$ cat config.mk
export PLATFORM = sky130hd
export DESIGN_NAME = pixel_stream_source
export DESIGN_NICKNAME = d
export VERILOG_FILES = /design/src/rtl/pixel_stream_source.sv
export SDC_FILE = /design/constraint.sdc
export NUM_CORES = 1
export LEC_CHECK = 0
export ABC_AREA = 1
export ABC_CLOCK_PERIOD_IN_PS = 2100
export CORE_UTILIZATION = 49
export CTS_CLUSTER_DIAMETER = 200
export DETAILED_ROUTE_END_ITERATION = 8
export GPL_TIMING_DRIVEN = 0
export PLACE_DENSITY = 0.88
export SYNTH_ARGS = -nofsm -noshare
export SYNTH_HDL_FRONTEND = slang
export SYNTH_SLANG_ARGS = --single-unit
$ cat constraint.sdc
create_clock -name horizontal_clock -period 2.1 [get_ports horizontal_clock]
set_clock_uncertainty 0.2 [all_clocks]
set_input_delay 0.21 -clock horizontal_clock [delete_from_list [all_inputs] [get_ports horizontal_clock]]
set_output_delay 0.21 -clock horizontal_clock [all_outputs]
set_load 0.02 [all_outputs]
$ cat src/rtl/pixel_stream_source.sv
// pixel_stream_source: reads a stored RGB frame through a synchronous memory
// read port and emits it as a raster pixel stream with valid/ready handshake.
// Each line is preceded by HSYNC_LEN blanking cycles; rows may be emitted
// top-down or bottom-up.
//
// Ports:
//   horizontal_clock   clock, rising edge
//   horizontal_reset   asynchronous, active-low reset
//   start, bottom_up   frame request and row order (sampled in IDLE)
//   mem_rd, mem_addr   combinational memory read strobe / word address
//   mem_rdata          {r,g,b}, valid one cycle after mem_rd
//   horizontal_sync    pixel valid (output buffer non-empty)
//   out_ready          downstream accept
//   r, g, b, sol, eol  head-of-buffer pixel and line position flags
//   done, busy         frame-complete pulse and frame-in-progress flag
module pixel_stream_source #(
    parameter int unsigned WIDTH     = 384,
    parameter int unsigned HEIGHT    = 256,
    parameter int unsigned PIX_W     = 8,
    parameter int unsigned HSYNC_LEN = 160,
    parameter int unsigned ADDR_W    = 17
) (
    input  logic                 horizontal_clock,
    input  logic                 horizontal_reset,
    input  logic                 start,
    input  logic                 bottom_up,
    output logic                 mem_rd,
    output logic [ADDR_W-1:0]    mem_addr,
    input  logic [3*PIX_W-1:0]   mem_rdata,
    output logic                 horizontal_sync,
    input  logic                 out_ready,
    output logic [PIX_W-1:0]     r,
    output logic [PIX_W-1:0]     g,
    output logic [PIX_W-1:0]     b,
    output logic                 sol,
    output logic                 eol,
    output logic                 done,
    output logic                 busy
);

    localparam int unsigned COL_W = (WIDTH > 1) ? $clog2(WIDTH) : 1;
    localparam int unsigned ROW_W = (HEIGHT > 1) ? $clog2(HEIGHT) : 1;
    localparam int unsigned BLK_W = (HSYNC_LEN > 1) ? $clog2(HSYNC_LEN) : 1;

    typedef enum logic [1:0] {S_IDLE, S_HBLANK, S_PIXEL, S_DRAIN} state_e;

    typedef struct packed {
        logic [3*PIX_W-1:0] pix;
        logic               sol;
        logic               eol;
    } entry_t;

    state_e             state_q, state_d;
    logic [ROW_W-1:0]   row_q, row_d;
    logic [COL_W-1:0]   col_q, col_d;
    logic [BLK_W-1:0]   blank_q, blank_d;
    logic               bu_q, bu_d;
    logic               inflight_q, inflight_d;
    logic               tag_sol_q, tag_sol_d;
    logic               tag_eol_q, tag_eol_d;
    entry_t             head_q, head_d;
    entry_t             tail_q, tail_d;
    logic [1:0]         count_q, count_d;
    logic               hsync_q, hsync_d;
    logic               done_q, done_d;
    logic               busy_q, busy_d;

    logic               pop_c;
    logic               push_c;
    logic               rd_c;
    logic [2:0]         pending_c;
    logic [ROW_W-1:0]   src_row_c;
    entry_t             entry_in_c;

    // State and datapath registers
    always_ff @(posedge horizontal_clock or negedge horizontal_reset) begin
        if (!horizontal_reset) begin
            state_q    <= S_IDLE;
            row_q      <= '0;
            col_q      <= '0;
            blank_q    <= '0;
            bu_q       <= 1'b0;
            inflight_q <= 1'b0;
            tag_sol_q  <= 1'b0;
            tag_eol_q  <= 1'b0;
            head_q     <= '0;
            tail_q     <= '0;
            count_q    <= '0;
            hsync_q    <= 1'b0;
            done_q     <= 1'b0;
            busy_q     <= 1'b0;
        end else begin
            state_q    <= state_d;
            row_q      <= row_d;
            col_q      <= col_d;
            blank_q    <= blank_d;
            bu_q       <= bu_d;
            inflight_q <= inflight_d;
            tag_sol_q  <= tag_sol_d;
            tag_eol_q  <= tag_eol_d;
            head_q     <= head_d;
            tail_q     <= tail_d;
            count_q    <= count_d;
            hsync_q    <= hsync_d;
            done_q     <= done_d;
            busy_q     <= busy_d;
        end
    end

    // Read issue and address generation
    always_comb begin
        pop_c     = hsync_q & out_ready;
        push_c    = inflight_q;
        pending_c = 3'(count_q) + 3'(inflight_q);
        // At most two pixels may be buffered or in flight once this cycle's pop retires
        rd_c      = (state_q == S_PIXEL) && (pending_c < (3'd2 + 3'(pop_c)));
        src_row_c = bu_q ? (ROW_W'(HEIGHT - 1) - row_q) : row_q;
        mem_rd    = rd_c;
        mem_addr  = ADDR_W'(src_row_c) * ADDR_W'(WIDTH) + ADDR_W'(col_q);
        entry_in_c.pix = mem_rdata;
        entry_in_c.sol = tag_sol_q;
        entry_in_c.eol = tag_eol_q;
    end

    // Next-state logic: frame FSM, 2-entry shift FIFO, status flags
    always_comb begin
        state_d    = state_q;
        row_d      = row_q;
        col_d      = col_q;
        blank_d    = blank_q;
        bu_d       = bu_q;
        inflight_d = rd_c;
        tag_sol_d  = tag_sol_q;
        tag_eol_d  = tag_eol_q;
        head_d     = head_q;
        tail_d     = tail_q;
        count_d    = count_q;
        hsync_d    = hsync_q;
        done_d     = 1'b0;
        busy_d     = busy_q;

        case (state_q)
            S_IDLE: begin
                if (start) begin
                    bu_d    = bottom_up;
                    row_d   = '0;
                    col_d   = '0;
                    blank_d = '0;
                    state_d = S_HBLANK;
                end
            end
            S_HBLANK: begin
                if (blank_q == BLK_W'(HSYNC_LEN - 1)) begin
                    blank_d = '0;
                    state_d = S_PIXEL;
                end else begin
                    blank_d = blank_q + BLK_W'(1);
                end
            end
            S_PIXEL: begin
                if (rd_c) begin
                    if (col_q == COL_W'(WIDTH - 1)) begin
                        col_d = '0;
                        if (row_q == ROW_W'(HEIGHT - 1)) begin
                            state_d = S_DRAIN;
                        end else begin
                            row_d   = row_q + ROW_W'(1);
                            state_d = S_HBLANK;
                        end
                    end else begin
                        col_d = col_q + COL_W'(1);
                    end
                end
            end
            default: begin
                // done is visible for one cycle while still in DRAIN
                if (done_q) begin
                    state_d = S_IDLE;
                end
            end
        endcase

        // Position flags travel with the read so they line up with mem_rdata
        if (rd_c) begin
            tag_sol_d = (col_q == '0);
            tag_eol_d = (col_q == COL_W'(WIDTH - 1));
        end

        // Head register drives the outputs directly; it is zero whenever empty
        case (count_q)
            2'd0: begin
                if (push_c) head_d = entry_in_c;
            end
            2'd1: begin
                if (pop_c) begin
                    head_d = push_c ? entry_in_c : '0;
                end else if (push_c) begin
                    tail_d = entry_in_c;
                end
            end
            default: begin
                if (pop_c) begin
                    head_d = tail_q;
                    if (push_c) tail_d = entry_in_c;
                end
            end
        endcase
        count_d = count_q + 2'(push_c) - 2'(pop_c);
        hsync_d = (count_d != 2'd0);

        // Look ahead one cycle so done follows the final accept immediately
        done_d = (state_q == S_DRAIN) && !done_q && (count_d == 2'd0) && !inflight_d;
        busy_d = (state_d != S_IDLE) && !done_d;
    end

    assign horizontal_sync = hsync_q;
    assign r               = head_q.pix[3*PIX_W-1:2*PIX_W];
    assign g               = head_q.pix[2*PIX_W-1:PIX_W];
    assign b               = head_q.pix[PIX_W-1:0];
    assign sol             = head_q.sol;
    assign eol             = head_q.eol;
    assign done            = done_q;
    assign busy            = busy_q;

endmodule

### After elaboration in Yosys (flattened, before gate mapping)

Index checks and enable logic that the tools add are counted.
W data, S select, Z words.

* bits in registers: 88
* bits of input ports: 29
* output and inout bits: 47
* word-level logic and storage cells: 97

* $add $sub $neg: 9
* $mul: 1
* $lt $le $gt $ge: 1
* eq/ne operators: 14
* mux-type cells: 28
* bitwise logic cells: 2
* reduce and logical (&&, ||, !) cells: 24

Operators by type and width (count)
* $mux W26: 7
* $pmux W26 S2: 2
* $mux W8: 6
* $pmux W8 S2: 2
* $mux W9: 3
* $pmux W9 S2: 1
* $add A17 B9 Y17: 1
* $add A8 B1 Y8 const B: 2
* $eq A8 B8 Y1 const B: 2
* $mux W2: 6
* $ne A2 B2 Y1 const B: 6
* $reduce_bool A2 Y1: 6
* $mul A8 B2 Y10 const B: 1
* $add A9 B1 Y9 const B: 1
* $eq A9 B9 Y1 const B: 1
* $logic_not A9 Y1: 1
* $reduce_and A3 Y1: 3
* $sub A8 B8 Y8 const A: 1
* $logic_not A2 Y1: 3
* $pmux W2 S3: 1
* $logic_and A1 B1 Y1: 5
* $reduce_and A5 Y1: 1
* $eq A2 B1 Y1 const B: 2
* $eq A2 B2 Y1 const B: 2
* 10 further kinds: 13

### Depth between registers and ports, before layout

* depth in word-level cells: 8
* depth in mapped cells: 17
* mapped depth without buffers: 16

### Worst setup path before layout

Ideal clock, no wire load.

* kind: register to output
* start point: register row_q[0]
* end point: output mem_addr[12]
* data arrival time: 2.000 ns
* required time: 1.690 ns
* path slack: -0.310 ns
* cell stages (with the launch flop): 10
* path buffers: 0
* cell sequence: dfrtp_1 ha_1 ha_1 nand2_1 inv_1 o21ai_0 nor2_4 nand2_2 nor2_4 nor2_1

* longest elaborated chain between the ends: 4

Ends and longest elaborated chain
* start, declared: RTL line 54 `logic [ROW_W-1:0] row_q, row_d;`
* start signal, assigned: RTL line 94 `row_q <= row_d;`
* $sub A8 B8 Y8: RTL line 117 `src_row_c = bu_q ? (ROW_W'(HEIGHT - 1) - row_q) : row_q;`
* $mux W8 (*): RTL line 117
* $mul A8 B2 Y10 (*): RTL line 119 `mem_addr = ADDR_W'(src_row_c) * ADDR_W'(WIDTH) + ADDR_W'(col_q);`
* $add A17 B9 Y17 (*): RTL line 119
* end, declared: RTL line 28 `output logic [ADDR_W-1:0] mem_addr,`

Every way passes the cells marked *; elsewhere a longest branch is shown, timed or not.

### Worst setup path in the final report

* start point: register row_q[2]
* end point: output mem_addr[16]

The elaborated chain is that of the path after synthesis.

==> qor.yml <==
cts_sinks: 88
dp_cells: 771
pin_count: 76
violations: "negative setup slack"
synth_top_cell_by_area: "dfrtp_1"
grt_max_degree: 46
ir_drop_mv: 0.7163
syn_avg_cell_area_sq_um: 8.734
cpLargestDelayFamily: "simple AND/OR/NAND/NOR gates"
worstPathRequired_ns: 1.69
crit_fanout: 5
slew_violations: 0
die_area_sq_um: 10420
vias: 4654
final_nets: 730
hold_slack_ns: 0.1708
leakage_nw: 2.968
yosys.cell_count.top_type: "nand2_1"
clkSlewWorstSetupHoldPaths_ns: 0.09
fmax_mhz: 377.3
clock_latency_ns: 0.37
start_util: 0.5045
max_cap_violations: 0
finalWorstPathRequiredPeriod_ns: 2.650
overflow: 0
seq_area_frac_synth: 0.4486
crit_end: "mem_addr[16]"
rr_worst_depth: 10
grtUsageTotal: 0.2426
cp_num_buf_inv: 1
drive_above_1_share: 0.3188
drt_wl_total_mm: 13.23
firstDrtPassIters: 5
synth-edff-count: 0
start_kind: "flip-flop"
synth_commonest_cells: "nand2_1, dfrtp_1, nand3_1"
num-fill-cells: 655
ys_async_sr_fraction: 1.000
wire_per_inst_um: 16.14
syn_nets: 609
setup_slack_ns: -0.5503
die_h_um: 102.1
status: "finished with violations"
coreArea_sq_um: 9729
final_hold_viol_count: 0
crit_chain: "ha_4, nand2_1, nand3b_1, nand3_2, nand2_2, nand2_4, nand2_4, nor2_4, nand2_2, o21ai_4, buf_6"
grt_setup_unrepaired: "yes"
root_buffer: "clkbuf_8"
synth_area_leaders: "dfrtp_1, nand2_1, nand3_1"
grt_pass1_vias: 4532
viasPerCell: 5.676
synthCells: 562
worst-path-stages: 11
rr_endpoint: "row_q[1]$_DFFE_PN0P_"
yosys.area.top_type_share: 0.4486
tightest_slew_ns: 0.5727
fin_cells: 820
dpl.hpwl_mm: 8.312
drc: 0
synth-main-ff-cell: "dfrtp_1"
place_congestion: 0.8589
fin_crit_sh: 1.262
ys_seq_elements: 88
n_antenna_cell: 0
areaGrowthSynthToFinish_pct: 36.66
ys_types: 39
cp-startpoint: "row_q[2]$_DFFE_PN0P_"
end_kind: "output port"
portBuffers: 75
antenna_left: 0
cts_tree: "built"
finalSetupViolations: 20
die_w_um: 102.1
antenna_found_initial: 0
grt_first_pass_wirelength_mm: 19.99
num_rows: 36
cts_buffers: 9
arrival_ns: 2.24
worstSetupPathType: "flip-flop to output port"
reg2reg_from: "count_q[0]$_DFF_PN0_"
slowest_stage: "dfrtp_2"
reg2reg_slack_ns: -0.06
critPathMaxStageDelay_ns: 0.47
min_path_type: "input port to asynchronous set/reset pin"
drt_iter0_markers: 385
syn_area_sq_um: 4908
yosysWarnings: 0
max-clock-path-buffers: 2
p_per_area_nw_per_um2: 1303
htree_num_levels: 3
slew_headroom: 0.6182
==> logic make-up after synthesis <==
| family | share of synthesized area |
|---|---|
| simple gates | 0.2648 |
| flops | 0.4486 |
| buf+inv | 0.07418 |
| compound gates | 0.08310 |
| mux | 0.05506 |
| fa+ha+maj | 0.04741 |
| xor+xnor | 0.02677 |
==> where the power goes <==
part	total, mW	internal, mW	switching (mW)	leakage [nW]
sequential	2.79	2.36	0.432	1.11
clock	1.17	0.549	0.623	0.0879
combinational	4.78	2.06	2.72	1.77
total	8.74	4.96	3.77	2.97
==> layout by cell type (no fill, tap or decap), types with 24 or more instances in the layout <==
cell / n
a31oi_1: 27
buf_4: 37
clkdlybuf4s50_1: 63
dfrtp_1: 83
inv_1: 39
mux2_2: 24
nand2_1: 86
nand2_2: 33
nand3_1: 50
nor2_1: 40
==> state kept, by name, indices dropped and copies added (netlist names), 2 cells and up <==
signal and count:
r 8, count_q 2, row_q 8, col_q 9, blank_q 8, g 8, tail_q 26, state_q 2
b 8
==> final cells by class <==
type,count,area [sq um],area share
multi-input cells,396,2711,0.4042
well taps,133,166.4,0.02481
clock inverters,6,70.07,0.01045
repair buffers,110,1050,0.1565
plain buffers,26,172.7,0.02574
flip-flops and latches,88,2208,0.3292
clock buffers,9,123.9,0.01847
inverters,52,205.2,0.03059
==> through the flow <==
step             util  power [mW]  setup WS, ns  TNS (ns)  instance area (sq um)
2_1_floorplan       -       5.346      -0.03069  -0.06153                   4987
3_3_place_gp   0.6069       6.568        -2.702   -217.93                   5904
3_5_place_dp   0.6087       6.814       -0.7120    -8.359                   5922
4_1_cts        0.6543       8.225       -0.5678    -3.793                   6366
5_1_grt        0.6894       9.273       -0.6709    -6.160                   6708
6_report       0.6894       8.737       -0.5503    -4.264                   6708
==> worst min-delay path by stage <==
stage                                      from                      to  slack, ns
after floorplan                horizontal_reset        b[0]$_DFFE_PN0P_      -0.29
after global placement    tail_q[1]$_DFFE_PN0P_   tail_q[1]$_DFFE_PN0P_       0.27
after detailed placement       horizontal_reset  tail_q[13]$_DFFE_PN0P_       0.04
after CTS                      horizontal_reset        g[2]$_DFFE_PN0P_       0.19
after global routing           horizontal_reset        b[7]$_DFFE_PN0P_       0.23
final                          horizontal_reset  tail_q[13]$_DFFE_PN0P_       0.17
==> metal layers <==
metal  GRT usage  wire (um)
met1      0.2771       4996
met2      0.4466       6916
met4      0.1022        461
met3     0.04104        858
met5           0          0
==> repair_timing <==
item	in CTS	in global routing
endpoints found under the hold margin	44	0
gates cloned	0	2
pin swaps	16	31
setup buffers	18	13
endpoints found under the setup margin	30	37
hold buffers	1	0
gates resized for setup	78	79
Power figures use the tool's default switching activity.
==> RTL change 1, RTL diff (same settings) <==
`HSYNC_LEN`: 160 -> 320.
--- a/src/rtl/pixel_stream_source.sv
+++ b/src/rtl/pixel_stream_source.sv
@@ -17,7 +17,7 @@
     parameter int unsigned WIDTH     = 384,
     parameter int unsigned HEIGHT    = 256,
     parameter int unsigned PIX_W     = 8,
-    parameter int unsigned HSYNC_LEN = 160,
+    parameter int unsigned HSYNC_LEN = 320,
     parameter int unsigned ADDR_W    = 17
 ) (
     input  logic                 horizontal_clock,
Behaviour: no difference found for any inputs over 10 cycles, from zero or initial values and one cycle with horizontal_reset low; that may be too few to reach the edited logic, so the function may still have changed.
==> RTL change 1 against the original RTL <==
The run still ends with negative setup slack left; routed wire length rose by 2.2%; critical path type unchanged; setup slack got worse by 240 ps; largest power group unchanged; synthesized area rose by 0.25%; largest cell class unchanged; sequential cell count rose by 1; design area rose by 2.5%; power rose by 8.7%; sequential power barely moved; register-to-register slack improved by 90 ps.
==> RTL change 1: results (changes against the original RTL) <==
Leakage Power: 3.15 nW (was 2.97 nW)
Mapped Cells: 563 (was 562)
Seq/Total Area, Yosys: 45.3% (was 44.9%)
Pre-CTS setup slack: -843 ps (was -712 ps)
Pwr dens: 1380 mW/mm2 (was 1300 mW/mm2)
Non-clk buf share: 18.8% (was 18.2%)
Seq Cell Count: 89 (was 88)
Plain + repair buffers: 145 (was 136)
Syn_nets: 611 (was 609)
Initial antenna violation count: 0 (unchanged)
Via count: 4594 (was 4654)
Failing checks: negative setup slack (unchanged)
WHS: 185 ps (was 171 ps)
Wire length of the first global-routing pass: 20600 um (was 20000 um)
Multi-input gates: 391 (was 396)
Register area: 0.00223 mm2 (was 0.00221 mm2)
CP startpoint: row_q[1] (was row_q[2])
Status: finished with violations (unchanged)
Slowest stage delay, CP: 490 ps (was 470 ps)
Ranking of synthesized cells by area: dfrtp_1 (45%), nand2_1 (8.6%), nand3_1 (5.4%), ha_1 (4.6%), inv_1 (3.8%) (was dfrtp_1 (45%), nand2_1 (8.3%), nand3_1 (5.7%), mux2_2 (5.5%), ha_1 (4.3%))
Slew margin rel.: 61.1% (was 61.8%)
Dpl hpwl: 8480 um (was 8310 um)
Die width: 102 um (about the same)
R2r setup slk: 30 ps (was -60 ps)
Final clock-cell share: 2.60% (was 2.89%)
Number of global-route vias before repair: 4463 (was 4532)
Final GP Congestion: 0.863 (was 0.859)
Setup Viol. Count Final: 9 (was 20)
Post_cts resized: 102 (was 78)
Critical path fanouts, max: 4 (was 5)
Placed cell count: 772 (was 771)
Inverters: 59 (was 52)
Critical R2R Capture: busy (was row_q[1])
Placed instance area: 0.00599 mm2 (was 0.00592 mm2)
DR iter-0 viols: 315 (was 385)
Finished Layout Cells: 833 (was 820)
Comb. pwr: 5.60 mW (was 4.78 mW)
Final WS setup: -791 ps (was -550 ps)
Post-layout nets: 743 (was 730)
Pint: 5.29 mW (was 4.96 mW)
P_clk: 1.10 mW (was 1.17 mW)
CLK BUF: 10 (was 9)
# Post-CTS Setup Buffers: 26 (was 18)
GRT Overall Usage: 25.3% (was 24.3%)
Share of cells above drive strength 1: 30.3% (was 31.9%)
Commonest cells post-synth: nand2_1 (113), dfrtp_1 (89), nand3_1 (53), inv_1 (50), nor2_1 (47) (was nand2_1 (108), dfrtp_1 (88), nand3_1 (56), nor2_1 (47), inv_1 (46))
Largest registers: tail_q: 26 flops, blank_q: 9 flops, col_q: 9 flops (was tail_q: 26 flops, col_q: 9 flops)
Wirelength per Cell: 16.2 um (was 16.1 um)
Largest net degree at the start of global routing: 47 (was 46)
Synth unique cells: 46 (was 39)
==> RTL change 1: routing by layer <==
layer	vias up	wire length, um	track usage (%)	part of all wire, %
li1	2143	-	-	-
met1	2233	5390	30.6	40
met2	187	7050	45.9	52
met3	31	769	5.68	5.7
met4	0	312	5.60	2.3
met5	-	0	0	0
==> RTL change 1: cells by family after synthesis <==
logic type               after synthesis  share of synthesized area, %
AO/OA/AOI/OAI                         69                          8.42
XOR/XNOR                              16                          2.85
adder cells (fa/ha/maj)               19                          4.98
buffers and inverters                 83                          7.48
flip-flops                            89                          45.3
multiplexers                          24                          5.49
AND/OR/NAND/NOR                      263                          25.5
==> RTL change 1: metrics by stage <==
stage / setup TNS [ps] / util (%)
2_1_floorplan: -363 / -
3_3_place_gp: -224460 / 61.1
3_5_place_dp: -10550 / 61.2
4_1_cts: -4500 / 67.0
5_1_grt: -6160 / 70.3
6_report: -5150 / 70.3
==> RTL change 2, RTL diff (same settings) <==
Without the edit above. Encoding of `state_e`: now one-hot (4 bits for 4 states).
--- a/src/rtl/pixel_stream_source.sv
+++ b/src/rtl/pixel_stream_source.sv
@@ -42,7 +42,7 @@
     localparam int unsigned ROW_W = (HEIGHT > 1) ? $clog2(HEIGHT) : 1;
     localparam int unsigned BLK_W = (HSYNC_LEN > 1) ? $clog2(HSYNC_LEN) : 1;
 
-    typedef enum logic [1:0] {S_IDLE, S_HBLANK, S_PIXEL, S_DRAIN} state_e;
+    typedef enum logic [3:0] {S_IDLE = 4'b0001, S_HBLANK = 4'b0010, S_PIXEL = 4'b0100, S_DRAIN = 4'b1000} state_e;
 
     typedef struct packed {
         logic [3*PIX_W-1:0] pix;
Formal check against the unedited RTL: no difference found for any inputs over 10 cycles, from zero or initial values and one cycle with horizontal_reset low; not proved beyond that.
==> RTL change 2 against the original RTL <==
The run still ends with negative setup slack left; largest power group unchanged; power is 30% lower; sequential share of layout area is 0.058 points higher; routed wire length is 9.1% higher; die area is 3.0% higher; design area is 2.2% higher; setup slack worse by 120 ps; synthesized area is 3.0% higher; non-clock buffer count is 7 lower; via count is 4.7% higher; critical path type unchanged; sequential cell count is 2 higher; sequential power is 20% lower.
==> RTL change 2: results (changes against the original RTL) <==
Final WS setup: -673 ps (was -550 ps)
Ranking of synthesized cells by area: dfrtp_1 (44%), nand2_1 (9.4%), nand3_1 (5.9%), mux2_2 (5.3%), inv_1 (4.5%) (was dfrtp_1 (45%), nand2_1 (8.3%), nand3_1 (5.7%), mux2_2 (5.5%), ha_1 (4.3%))
Number of global-route vias before repair: 4654 (was 4532)
Largest registers: tail_q: 26 flops, col_q: 9 flops (unchanged)
Asr flop ratio synth: 100% (unchanged)
Fraction of the mapped netlist area in adder cells: 4.85% (was 4.74%)
Via count: 4875 (was 4654)
Pre-CTS setup slack: -780 ps (was -712 ps)
Final GP Congestion: 0.823 (was 0.859)
Post-layout nets: 760 (was 730)
Status: finished with violations (unchanged)
Clock transition at path regs: 110 ps (was 90 ps)
DR iter-0 viols: 326 (was 385)
Wirelength per Cell: 17.0 um (was 16.1 um)
Antenna Cells: 0 (unchanged)
Post-synthesis compound-gate area fraction: 9.01% (was 8.31%)
Initial antenna violation count: 0 (unchanged)
Placed cell count: 803 (was 771)
Port bufs: 75 (unchanged)
Mux contribution to synthesized area: 5.34% (was 5.51%)
Fill cell count: 642 (was 655)
Dpl hpwl: 8830 um (was 8310 um)
Critical path fanouts, max: 6 (was 5)
Worst Tran Pin Value: 577 ps (was 573 ps)
Commonest cells post-synth: nand2_1 (127), dfrtp_1 (89), inv_1 (61), nand3_1 (60), nor2_1 (49) (was nand2_1 (108), dfrtp_1 (88), nand3_1 (56), nor2_1 (47), inv_1 (46))
GRT Overall Usage: 24.8% (was 24.3%)
Arrival @ worst endpoint: 2360 ps (was 2240 ps)
Seq/Total Area, Yosys: 44.6% (was 44.9%)
Peak supply drop: 0.666 mV (was 0.716 mV)
Share of cells above drive strength 1: 29.3% (was 31.9%)
XOR/XNOR share of the synthesized area: 2.42% (was 2.68%)
Wirelength, routed: 14400 um (was 13200 um)
Max Cap Violations: 0 (unchanged)
Longest Clk Path Bufs: 2 (unchanged)
Setup Viol. Count Final: 37 (was 20)
Synth unique cells: 42 (was 39)
Wire length of the first global-routing pass: 21500 um (was 20000 um)
Mapped Cells: 594 (was 562)
NetSw: 2.50 mW (was 3.77 mW)
H-tree depth: 3 (unchanged)
Syn_nets: 642 (was 609)
Largest net degree at the start of global routing: 49 (was 46)
Failing checks: negative setup slack (unchanged)
Clock latency on the worst-skew pair: 370 ps (about the same)
Leakage Power: 3.18 nW (was 2.97 nW)
## RTL change 2: final timing paths
check,end,startpoint,slack (ps),cells past startpoint
min in group horizontal_clock,bu_q,bottom_up,200,3
min reg2reg,tail_q[1],tail_q[1],310,2
min,g[1],horizontal_reset,160,2
max,mem_addr[16],bu_q,-670,16
max reg2reg,row_q[4],count_q[0],-130,11
max in group asynchronous,row_q[5],horizontal_reset,880,3
## RTL change 2: cells by family after synthesis
logic type	Yosys count
buffers and inverters	92
muxes	24
adders and majority gates	19
DFF	90
AOI/OAI and AO/OA	75
and+or+nand+nor	280
xor gates and xnor gates	14
## RTL change 2: final cells by class
cell class	count	area share (%)
flip-flops and latches	90	33.0
inverters	69	4.05
repair buffers	106	14.7
plain buffers	23	2.23
well taps	133	2.43
clock inverters	7	1.06
clock buffers	9	1.81
multi-input cells	413	40.8
## RTL change 2: layer usage
layer / GRT usage, % / wire, um / vias to the layer above
li1: - / - / 2196
met1: 31.3 / 5890 / 2396
met2: 41.3 / 7150 / 228
met3: 4.28 / 880 / 55
met4: 11.9 / 518 / 0
met5: 0 / 0 / -
## RTL change 2: per-stage QoR
step | hold WS, ps | utilization, % | area (um2) | setup TNS [ps] | power (mW)
6_report | 161 | 69.2 | 6860 | -7230 | 6.10
5_1_grt | 221 | 69.2 | 6860 | -9180 | 6.38
4_1_cts | 176 | 66.6 | 6600 | -4680 | 5.90
3_5_place_dp | 35.3 | 61.4 | 6090 | -9680 | 4.62
3_3_place_gp | 268 | 61.2 | 6060 | -228320 | 4.51
2_1_floorplan | -286 | - | 5140 | -352 | 3.61
## RTL change 2: timing repair
item                                    4_1_cts  5_1_grt
endpoints found under the setup margin       26       46
endpoints found under the hold margin        42        0
hold buffers                                  1        0
gates cloned                                  1        0
gates resized for setup                     100       52
pin swaps                                    30       18
setup buffers                                18       11
## RTL change 2: power groups by stage
stage	sequential, mW	combinational [mW]	clock, mW
2_1_floorplan	2.54	1.07	0
3_3_place_gp	2.23	2.28	0
3_5_place_dp	2.25	2.37	0
4_1_cts	2.22	2.51	1.17
5_1_grt	2.27	2.86	1.25
6_report	2.24	2.68	1.18
## RTL change 2: worst max-delay path: stages, from the launching register on
cell and delay, ps:
dfrtp_1 380, buf_6 160, nand2_1 100, nand2_2 70, and2_4 160, ha_4 160
inv_4 70, nand2_4 70, nand2_2 90, nand2_4 70, nor2_4 120, nand3_2 90
nor2_4 160, nand2_1 70, nand2_1 60, nand2_2 50, buf_6 120
